**src/rtl/mem_port_arbiter.sv**
```systemverilog
// Shares one synchronous-read RAM port between instruction fetch and load/store.
// Data wins conflicts unless fetch has lost MAX_WAIT cycles in a row; read data returns one cycle later.
module mem_port_arbiter #(
   parameter int ADDR_WIDTH = 32,
   parameter int DATA_WIDTH = 32,
   parameter int MAX_WAIT   = 3,
   parameter int CNT_WIDTH  = 16
) (
   input  logic                  clk_i,
   input  logic                  rst_i,
   input  logic                  inst_req_i,
   input  logic [ADDR_WIDTH-1:0] inst_addr_i,
   output logic                  inst_gnt_o,
   output logic                  inst_rvalid_o,
   output logic [DATA_WIDTH-1:0] inst_rdata_o,
   input  logic                  data_req_i,
   input  logic                  data_we_i,
   input  logic [ADDR_WIDTH-1:0] data_addr_i,
   input  logic [DATA_WIDTH-1:0] data_wdata_i,
   output logic                  data_gnt_o,
   output logic                  data_rvalid_o,
   output logic [DATA_WIDTH-1:0] data_rdata_o,
   output logic                  ram_ce_o,
   output logic                  ram_we_o,
   output logic [ADDR_WIDTH-1:0] ram_addr_o,
   output logic [DATA_WIDTH-1:0] ram_wdata_o,
   input  logic [DATA_WIDTH-1:0] ram_rdata_i,
   output logic                  stall_if_o,
   output logic                  stall_mem_o,
   output logic [CNT_WIDTH-1:0]  conflict_cnt_o
);

   localparam logic [3:0] MAX_W = 4'(MAX_WAIT);

   typedef enum logic [1:0] {OWN_NONE, OWN_INST, OWN_DATA} owner_e;

   logic [3:0]           starve_q, starve_d;
   owner_e               owner_q, owner_d;
   logic [CNT_WIDTH-1:0] conflict_q, conflict_d;
   logic                 inst_gnt, data_gnt;

   // Grants are held low during reset so nothing reaches the RAM.
   always_comb begin
      inst_gnt = 1'b0;
      data_gnt = 1'b0;
      if (!rst_i) begin
         if (inst_req_i && data_req_i) begin
            inst_gnt = (starve_q == MAX_W);
            data_gnt = (starve_q != MAX_W);
         end else begin
            inst_gnt = inst_req_i;
            data_gnt = data_req_i;
         end
      end
   end

   always_comb begin
      starve_d   = starve_q;
      owner_d    = OWN_NONE;
      conflict_d = conflict_q;
      if (inst_gnt || !inst_req_i) begin
         starve_d = 4'd0;
      end else if (data_gnt && starve_q != MAX_W) begin
         starve_d = starve_q + 4'd1;
      end
      if (inst_gnt) begin
         owner_d = OWN_INST;
      end else if (data_gnt && !data_we_i) begin
         owner_d = OWN_DATA;
      end
      if (inst_req_i && data_req_i && conflict_q != '1) begin
         conflict_d = conflict_q + 1'b1;
      end
   end

   always_ff @(posedge clk_i or posedge rst_i) begin
      if (rst_i) begin
         starve_q   <= 4'd0;
         owner_q    <= OWN_NONE;
         conflict_q <= '0;
      end else begin
         starve_q   <= starve_d;
         owner_q    <= owner_d;
         conflict_q <= conflict_d;
      end
   end

   always_comb begin
      inst_gnt_o     = inst_gnt;
      data_gnt_o     = data_gnt;
      ram_ce_o       = inst_gnt | data_gnt;
      ram_we_o       = data_gnt & data_we_i;
      ram_addr_o     = '0;
      ram_wdata_o    = '0;
      if (inst_gnt) begin
         ram_addr_o = inst_addr_i;
      end else if (data_gnt) begin
         ram_addr_o  = data_addr_i;
         ram_wdata_o = data_wdata_i;
      end
      inst_rvalid_o  = (owner_q == OWN_INST);
      data_rvalid_o  = (owner_q == OWN_DATA);
      inst_rdata_o   = inst_rvalid_o ? ram_rdata_i : '0;
      data_rdata_o   = data_rvalid_o ? ram_rdata_i : '0;
      stall_if_o     = inst_req_i & ~inst_gnt & ~rst_i;
      stall_mem_o    = data_req_i & ~data_gnt & ~rst_i;
      conflict_cnt_o = conflict_q;
   end

endmodule

```
**config.mk**
```make
export PLATFORM = sky130hd
export DESIGN_NAME = mem_port_arbiter
export DESIGN_NICKNAME = d
export VERILOG_FILES = /design/src/rtl/mem_port_arbiter.sv
export SDC_FILE = /design/constraint.sdc
export NUM_CORES = 1
export LEC_CHECK = 0
export CAP_MARGIN = 20
export CELL_PAD_IN_SITES_DETAIL_PLACEMENT = 1
export CELL_PAD_IN_SITES_GLOBAL_PLACEMENT = 2
export CORE_UTILIZATION = 12
export CTS_BUF_LIST = sky130_fd_sc_hd__clkbuf_8
export DETAILED_ROUTE_END_ITERATION = 6
export GPL_ROUTABILITY_DRIVEN = 0
export GPL_TIMING_DRIVEN = 1
export HOLD_SLACK_MARGIN = 0.1
export PLACE_DENSITY_LB_ADDON = 0.05
export SLEW_MARGIN = 25
export SYNTH_ARGS = -nofsm -noshare
export SYNTH_HDL_FRONTEND = slang
export SYNTH_SLANG_ARGS = --single-unit
```
**constraint.sdc**
```tcl
create_clock -name clk_i -period 5.73 [get_ports clk_i]
set_clock_uncertainty 0.15 [all_clocks]
set_input_delay 1.146 -clock clk_i [delete_from_list [all_inputs] [get_ports clk_i]]
set_output_delay 1.146 -clock clk_i [all_outputs]
set_load 0.1 [all_outputs]
```
**Yosys cells after proc, flatten, opt, wreduce, memory -nomap -nowiden**

Cells that the tools add are included.

- Register bits: 22
- Latch bits: 0
- Memory bits (writable): 0
- Bits in read-only memories: 0
- Input bits: 133
- Output and inout bits: 152
- Word-level logic and storage cells: 41
- Memories kept: 0

- $add $sub $neg: 2
- Multiply operators: 0
- Div/mod/pow operators: 0
- Order comparisons: 0
- Equality and inequality tests: 5
- Shift-type cells: 0
- Multiplexer cells: 14
- Bitwise logic cells: 9
- Reductions and logical operators: 8

Operator list:

| operator | number |
|---|---|
| $mux 32 | 6 |
| $add 16x1->16 const B | 1 |
| $ne 16x16->1 const B | 1 |
| $mux 4 | 2 |
| $and 1x1->1 | 5 |
| $add 4x1->4 const B | 1 |
| $eq 4x2->1 const B | 1 |
| $logic_and 1x1->1 | 4 |
| $mux 1 | 4 |
| $mux 2 | 2 |
| $ne 4x2->1 const B | 1 |
| $not 1->1 | 3 |
| $eq 2x1->1 const B | 1 |
| $eq 2x2->1 const B | 1 |
| $logic_not 1->1 | 2 |
| $reduce_bool 2->1 | 1 |
| $logic_or 1x1->1 | 1 |
| $or 1x1->1 | 1 |

**Depth between registers and ports, before layout**

Gate-level depths: netlist of the first run.

- Depth after elaboration: 6
- Mapped depth: 7
- Mapped depth without buffers: 5

**Worst setup path after synthesis of the first run**

No wires, ideal clock.

- Path type: input to output
- Start point: input port rst_i
- End point: output port ram_wdata_o[22]
- Data arrival time: 3422 ps
- Required time: 4434 ps
- Path slack: 1012 ps
- Cell stages on the path: 5
- Buffers on the path: 2
- Cell sequence: nand2b_1 nor2b_1 buf_2 clkbuf_1 and2_1

- Longest elaborated chain between the ends: 3
- Elaborated cells on any way between the ends: 4
- Those cells by class: mux: 4

Ends and longest elaborated chain:

| item | line | text |
|---|---|---|
| from (decl) | 10 | `input logic rst_i,` |
| $mux 1 | 46 | `if (!rst_i) begin` |
| named net data_gnt_o | 20 | `output logic data_gnt_o,` |
| $mux 32 | 97 | `end else if (data_gnt) begin` |
| $mux 32 | 95 | `if (inst_gnt) begin` |
| to (decl) | 26 | `output logic [DATA_WIDTH-1:0] ram_wdata_o,` |

The timed path passes the listed nets, and every way through them passes these cells.

**Final worst setup path of the first run**

- Start point: input port inst_req_i
- End point: output port ram_wdata_o[25]

- Longest elaborated chain between the ends: 5
- Elaborated cells on any way between the ends: 7
- Those cells by class: mux: 6; reduce/logical: 1

Ends and longest elaborated chain:

| item | line | text |
|---|---|---|
| from (decl) | 11 | `input logic inst_req_i,` |
| $logic_and 1x1->1 | 47 | `if (inst_req_i && data_req_i) begin` |
| $mux 1 | 47 |  |
| $mux 1 | 46 |  |
| $mux 32 | 97 |  |
| $mux 32 * | 95 |  |

Every way passes the cells marked *; elsewhere a longest branch is shown, timed or not.

==> impl_metrics.json, run 1 <==
{
  "remaining_drc_errors": 0,
  "critPathArrivalTime_ps": 3240,
  "synthesis.area_sq_mm": 0.00209,
  "clkSinkCount": 22,
  "cp_slowest_cell": "clkdlybuf4s50_1",
  "path_cells": "clkdlybuf4s50_1 > nand4bb_1 > nor2b_4 > buf_12 > and2_1 > buf_4",
  "hold_end": "starve_q[3]",
  "ctsHoldBuffers": 0,
  "detailedPlacementHpwl_microns": 10900,
  "wl_per_cell_microns": 17.1,
  "min_path_cells": 1,
  "intPower_uw": 518,
  "cts_tree": "built",
  "pre_cts_ws_ps": 1110,
  "path_clk_slew_ps": 80,
  "p_clk_share_pct": 13.2,
  "p_total_uw": 1140,
  "layout_common_cells": "clkdlybuf4s50_1 (214), and2_1 (100), buf_4 (40)",
  "core_area_sq_mm": 0.0168,
  "setup_ws_ps": 1190,
  "p_sw_uw": 619,
  "mostFrequentLayoutCell": "clkdlybuf4s50_1",
  "m1WireLength_microns": 5070,
  "share_seq_of_total_power_pct": 18.8,
  "route.met2.wl_microns": 6790,
  "setup_violations": 0,
  "synthesis.nets": 392,
  "combPwrFrac_pct": 67.9,
  "antenna_found_initial": 0,
  "outcome": "finished clean",
  "grt_pass1_wl_microns": 18800,
  "first_iter_violations": 94,
  "max_stage_delay_ps": 600,
  "synth_cells": 257,
  "path_delay_family": "buffers and inverters",
  "drive_gt1_share_pct": 15.6,
  "hp-class": "reg -> reg",
  "powerDensity_mw_per_mm2": 207,
  "crit_type": "in -> out",
  "die_y_microns": 134,
  "reg2reg_depth": 5,
  "endpoint_kind": "output pin",
  "grt_setup_unrepaired": "no",
  "start_util_pct": 12.4,
  "reg2reg_slack_ps": 3760,
  "ys_seq_area_share_pct": 26.3,
  "htree_levels": 1,
  "cts_setup_buffers": 0,
  "area_growth_syn_to_layout_pct": 163,
  "worstReg2RegStart": "conflict_cnt_o[0]",
  "period_minus_slack_ps": 4540,
  "synth_area_per_cell_sq_um": 8.14,
  "track_usage_pct": 13.5,
  "tightest_slew_ps": 1040,
  "via_count": 2944,
  "route.met3.wl_microns": 871,
  "ys_warn_count": 0,
  "diodes": 0,
  "die-area_sq_mm": 0.0180,
  "fin_crit_sh_pct": 79.2,
  "grt_max_degree": 44,
  "switching_share_pct": 54.4,
  "hold_viol": 0,
  "top_layer": "met4",
  "grt_pass1_vias": 2975,
  "dieWidth_microns": 134,
  "reg2reg_to": "conflict_cnt_o[1]",
  "maxSlewViolCount": 0,
  "port_buffers": 284,
  "start_kind": "input port",
  "overflow": 0,
  "final_antenna_net_count": 0,
  "synth-seq-cells": 22,
  "cp.required_ps": 4430,
  "clk_path_buf_depth": 2,
  "drt_pass1_iterations": 4,
  "maxSlewHeadroom_pct": 30.2,
  "ys_types": 35,
  "p_leak_uw": 0.00224,
  "wirelength_microns": 12900,
  "crit_fanout": 43,
  "numCtsBuffers": 3,
  "clk_latency_ps": 270,
  "path_buf_inv": 3,
  "drv_cap": 0,
  "io-pin-count": 285,
  "ctsResizeCount": 0,
  "vias_per_cell": 3.92,
  "fmax_ghz": 0.220,
  "row_count": 47,
  "root_buffer": "clkbuf_8",
  "finalNetCount": 667,
  "fin_tns_setup_ps": 0,
  "irDropWorstVdd_mv": 0.307,
  "min-delay-start": "starve_q[3]"
}
-- through the flow --
step | util, % | area (sq um) | hold slack (ps) | instances
after CTS | 32.7 | 5510 | 386 | 751
after floorplan | - | 2090 | 328 | 257
after global placement | 32.3 | 5440 | 371 | 747
final | 32.7 | 5510 | 383 | 751
after global routing | 32.7 | 5510 | 418 | 751
after detailed placement | 32.3 | 5440 | 373 | 747
-- registers in the layout, summed over array words and instances (netlist names) --
register        flops
owner_q             2
conflict_cnt_o     16
starve_q            4
-- Yosys cell counts --
cell type | number | area share, %
a22oi_1 | 1 | 0.36
mux2i_1 | 1 | 0.48
a31oi_1 | 5 | 1.5
a22o_1 | 32 | 13
nand2_1 | 6 | 1.1
nor2b_1 | 7 | 2.1
or4_4 | 1 | 0.54
a21oi_1 | 3 | 0.72
nor4_1 | 1 | 0.30
xnor2_1 | 9 | 3.8
nand3_1 | 7 | 1.7
o21ai_0 | 2 | 0.48
a211oi_1 | 1 | 0.36
inv_1 | 5 | 0.90
or2_1 | 1 | 0.30
a21boi_0 | 1 | 0.36
nand2b_1 | 1 | 0.30
clkbuf_1 | 10 | 1.8
nand4bb_1 | 1 | 0.54
mux2_4 | 1 | 0.72
o41a_1 | 1 | 0.54
nor2_1 | 5 | 0.90
ha_1 | 2 | 1.2
xor2_1 | 1 | 0.42
and4_1 | 4 | 1.7
o21ai_1 | 1 | 0.24
nor3_1 | 2 | 0.48
buf_2 | 9 | 2.2
dfrtp_1 | 22 | 26
o31ai_1 | 1 | 0.36
nand4_2 | 1 | 0.60
nand4_1 | 8 | 2.4
and2_1 | 100 | 30
and3_1 | 3 | 0.90
or3_1 | 1 | 0.30
-- power groups by stage --
stage	Combinational, uW	Sequential (uW)	Clock [uW]
global placement	776	218	0
detailed placement	777	219	0
CTS	779	216	157
floorplan	355	362	0
global route	800	221	161
finish	773	214	150
-- per-layer routing --
metal,vias up,global-route usage [%]
li1,1443,-
met1,1341,15.6
met2,154,25.6
met3,6,2.68
met4,0,2.43
met5,-,0
-- kinds of logic (layout without fill, tap and decap cells) --
| family | count (synthesis) | count (layout) | synth area share, % |
|---|---|---|---|
| xor gates and xnor gates | 10 | 10 | 4.19 |
| buffers and inverters | 24 | 298 | 4.84 |
| muxes | 2 | 2 | 1.20 |
| adders and majority gates | 2 | 2 | 1.20 |
| and+or+nand+nor | 149 | 149 | 44.0 |
| AOI/OAI and AO/OA | 48 | 48 | 18.3 |
| DFF | 22 | 22 | 26.3 |
-- layout make-up --
| type | instances | area [sq um] |
|---|---|---|
| fillers | 1944 | 11300 |
| well taps | 220 | 275 |
| flip-flops and latches | 22 | 551 |
| repair buffers | 289 | 3140 |
| clock buffers | 3 | 41.3 |
| inverters | 5 | 18.8 |
| clock inverters | 1 | 30.0 |
| multi-input cells | 211 | 1450 |
-- worst max-delay path by stage --
stage / start / end / slack, ps / cells past startpoint
after floorplan: rst_i / ram_wdata_o[22] / 1010 / 5
after global placement: inst_req_i / ram_wdata_o[27] / 1190 / 6
after detailed placement: inst_req_i / ram_wdata_o[25] / 1110 / 6
after CTS: inst_req_i / ram_wdata_o[25] / 1110 / 6
after global routing: inst_req_i / ram_wdata_o[26] / 1000 / 6
final: inst_req_i / ram_wdata_o[25] / 1190 / 6
No activity file was read; power rests on OpenSTA's default activity.
==> run 2, diff against run 1 <==
--- a/config.mk
+++ b/config.mk
@@ -8,7 +8,7 @@
 export CAP_MARGIN = 20
 export CELL_PAD_IN_SITES_DETAIL_PLACEMENT = 1
 export CELL_PAD_IN_SITES_GLOBAL_PLACEMENT = 2
-export CORE_UTILIZATION = 12
+export CORE_UTILIZATION = 11
 export CTS_BUF_LIST = sky130_fd_sc_hd__clkbuf_8
 export DETAILED_ROUTE_END_ITERATION = 6
 export GPL_ROUTABILITY_DRIVEN = 0
==> constraint.sdc (replaced) <==
create_clock -name clk_i -period 4.2 [get_ports clk_i]
set_clock_uncertainty 0.15 [all_clocks]
set_input_delay 0.84 -clock clk_i [delete_from_list [all_inputs] [get_ports clk_i]]
set_output_delay 0.84 -clock clk_i [all_outputs]
set_load 0.1 [all_outputs]
==> run 2 against run 1 <==
Compared with the run above:
- combinational power up 42%
- power increased by 34%
- cell area up 5.2%
- cell count is 2.0% higher
- flip-flop and latch count did not move
- clock power down 12%
- sequential power is 37% higher
- register-to-register slack lost 1600 ps
- via count grew 1.3%
- sequential share of layout area fell by 0.50 points
- critical endpoint is now ram_wdata_o[19]
==> impl_metrics.json, run 2 (synthesized netlist as in run 1, its figures left out) <==
{
  "area_growth_syn_to_layout_pct": 177,
  "die-area_sq_mm": 0.0196,
  "diodes": 0,
  "switching_share_pct": 55.7,
  "crit_type": "in -> out",
  "wirelength_microns": 12800,
  "min_path_cells": 1,
  "remaining_drc_errors": 0,
  "hold_slack_ps": 399,
  "fin_crit_sh_pct": 88.8,
  "p_leak_uw": 0.00248,
  "critPathArrivalTime_ps": 2740,
  "max_stage_delay_ps": 600,
  "grt_max_degree": 36,
  "numCtsBuffers": 3,
  "io-pin-count": 285,
  "clk_path_buf_depth": 2,
  "cp_slowest_cell": "clkdlybuf4s50_1",
  "seqCellArea_sq_um": 551,
  "fin_tns_setup_ps": 0,
  "root_buffer": "clkbuf_8",
  "grt_pass1_wl_microns": 18700,
  "cts_setup_buffers": 0,
  "htree_levels": 1,
  "first_iter_violations": 73,
  "final_antenna_net_count": 0,
  "min-delay-start": "conflict_cnt_o[13]",
  "via_count": 2983,
  "crit_fanout": 27,
  "start_kind": "input port",
  "fmax_ghz": 0.268,
  "pre_cts_ws_ps": 449,
  "antenna_found_initial": 0,
  "path_clk_slew_ps": 80,
  "ctsResizeCount": 0,
  "dieWidth_microns": 140,
  "largest_reg_flops": 16,
  "grt_setup_unrepaired": "no",
  "path_cells": "clkdlybuf4s50_1 > nand2b_1 > nor2b_4 > buf_4 > and2_1 > buf_12",
  "maxSlewHeadroom_pct": 31.5,
  "combPwrFrac_pct": 72.1,
  "hp-class": "reg -> reg",
  "port_buffers": 284,
  "hold_viol": 0,
  "vias_per_cell": 3.89,
  "maxSlewViolCount": 0,
  "multi_input_area_sq_mm": 0.00145,
  "cp.required_ps": 3210,
  "dp_cells": 763,
  "overflow": 0,
  "die_y_microns": 140,
  "drive_gt1_share_pct": 28.2,
  "drv_cap": 0,
  "drt_pass1_iterations": 4,
  "start_util_pct": 11.2,
  "reg2reg_slack_ps": 2160,
  "finalNetCount": 669,
  "share_seq_of_total_power_pct": 19.3,
  "endpoint_kind": "output pin",
  "layout_common_cells": "clkdlybuf4s50_1 (148), and2_1 (100), buf_4 (72)",
  "place_area_sq_mm": 0.00575,
  "wl_per_cell_microns": 16.7,
  "period_minus_slack_ps": 3730,
  "clk_latency_ps": 260,
  "outcome": "finished clean",
  "setup_violations": 0,
  "reg2reg_to": "conflict_cnt_o[1]",
  "powerDensity_mw_per_mm2": 263,
  "cts_tree": "built",
  "fillers": 2120,
  "core_area_sq_mm": 0.0186,
  "p_clk_share_pct": 8.7,
  "worstReg2RegStart": "conflict_cnt_o[0]",
  "track_usage_pct": 12.5,
  "detailedPlacementHpwl_microns": 10900,
  "hold_end": "conflict_cnt_o[13]",
  "clkSinkCount": 22,
  "tightest_slew_ps": 1020,
  "irDropWorstVdd_mv": 0.269,
  "fin_cells": 766,
  "row_count": 50,
  "setup_ws_ps": 470,
  "reg2reg_depth": 5,
  "intPower_uw": 674,
  "ctsHoldBuffers": 0,
  "finalInstanceArea_sq_mm": 0.00579,
  "grt_pass1_vias": 3014,
  "p_sw_uw": 848,
  "mostFrequentLayoutCell": "clkdlybuf4s50_1"
}
[run 2: cell count changes in the layout (fill, tap and decap cells not counted), sizes merged]
| cell | before | now |
|---|---|---|
| clkdlybuf4s50 | 214 | 148 |
| bufinv | 1 | 0 |
| buf | 75 | 143 |
[run 2: worst max-delay path by stage]
stage          slack (ps)              end  cells after the start        from
2_1_floorplan          90  ram_wdata_o[22]                      5       rst_i
3_3_place_gp          550   ram_wdata_o[6]                      6  data_req_i
3_5_place_dp          450  ram_wdata_o[17]                      6       rst_i
4_1_cts               440  ram_wdata_o[17]                      6       rst_i
5_1_grt               310   ram_wdata_o[2]                      6  data_req_i
6_report              470  ram_wdata_o[19]                      6  data_req_i
[run 2: layout make-up]
class / count / share of cell area [%]
clock buffers: 3 / 0.713
inverters: 5 / 0.324
well taps: 234 / 5.05
repair buffers: 291 / 59.4
multi-input cells: 211 / 25.0
flip-flops and latches: 22 / 9.50
[run 2: stage by stage]
| step | power [uW] | utilization, % |
|---|---|---|
| global placement | 1400 | 30.9 |
| floorplan | 978 | - |
| detailed placement | 1400 | 30.9 |
| global route | 1590 | 31.1 |
| CTS | 1540 | 31.1 |
| finish | 1520 | 31.1 |
[run 2: power by group through the flow]
stage | registers [uW] | logic (uW) | clock network, uW
2_1_floorplan | 494 | 484 | 0
3_3_place_gp | 296 | 1100 | 0
3_5_place_dp | 298 | 1100 | 0
4_1_cts | 295 | 1110 | 144
5_1_grt | 301 | 1130 | 150
6_report | 293 | 1100 | 132
[run 2: routing by layer]
layer | global-route usage (%) | wire length (microns)
met1 | 14.2 | 4900
met2 | 23.1 | 6560
met3 | 4.27 | 1310
met4 | 1.39 | 40
met5 | 0 | 0
[run 2: worst max-delay path: cells and delay by family]
family,cells,cell delay [ps]
buf+inv,3,1120
simple gates,3,790
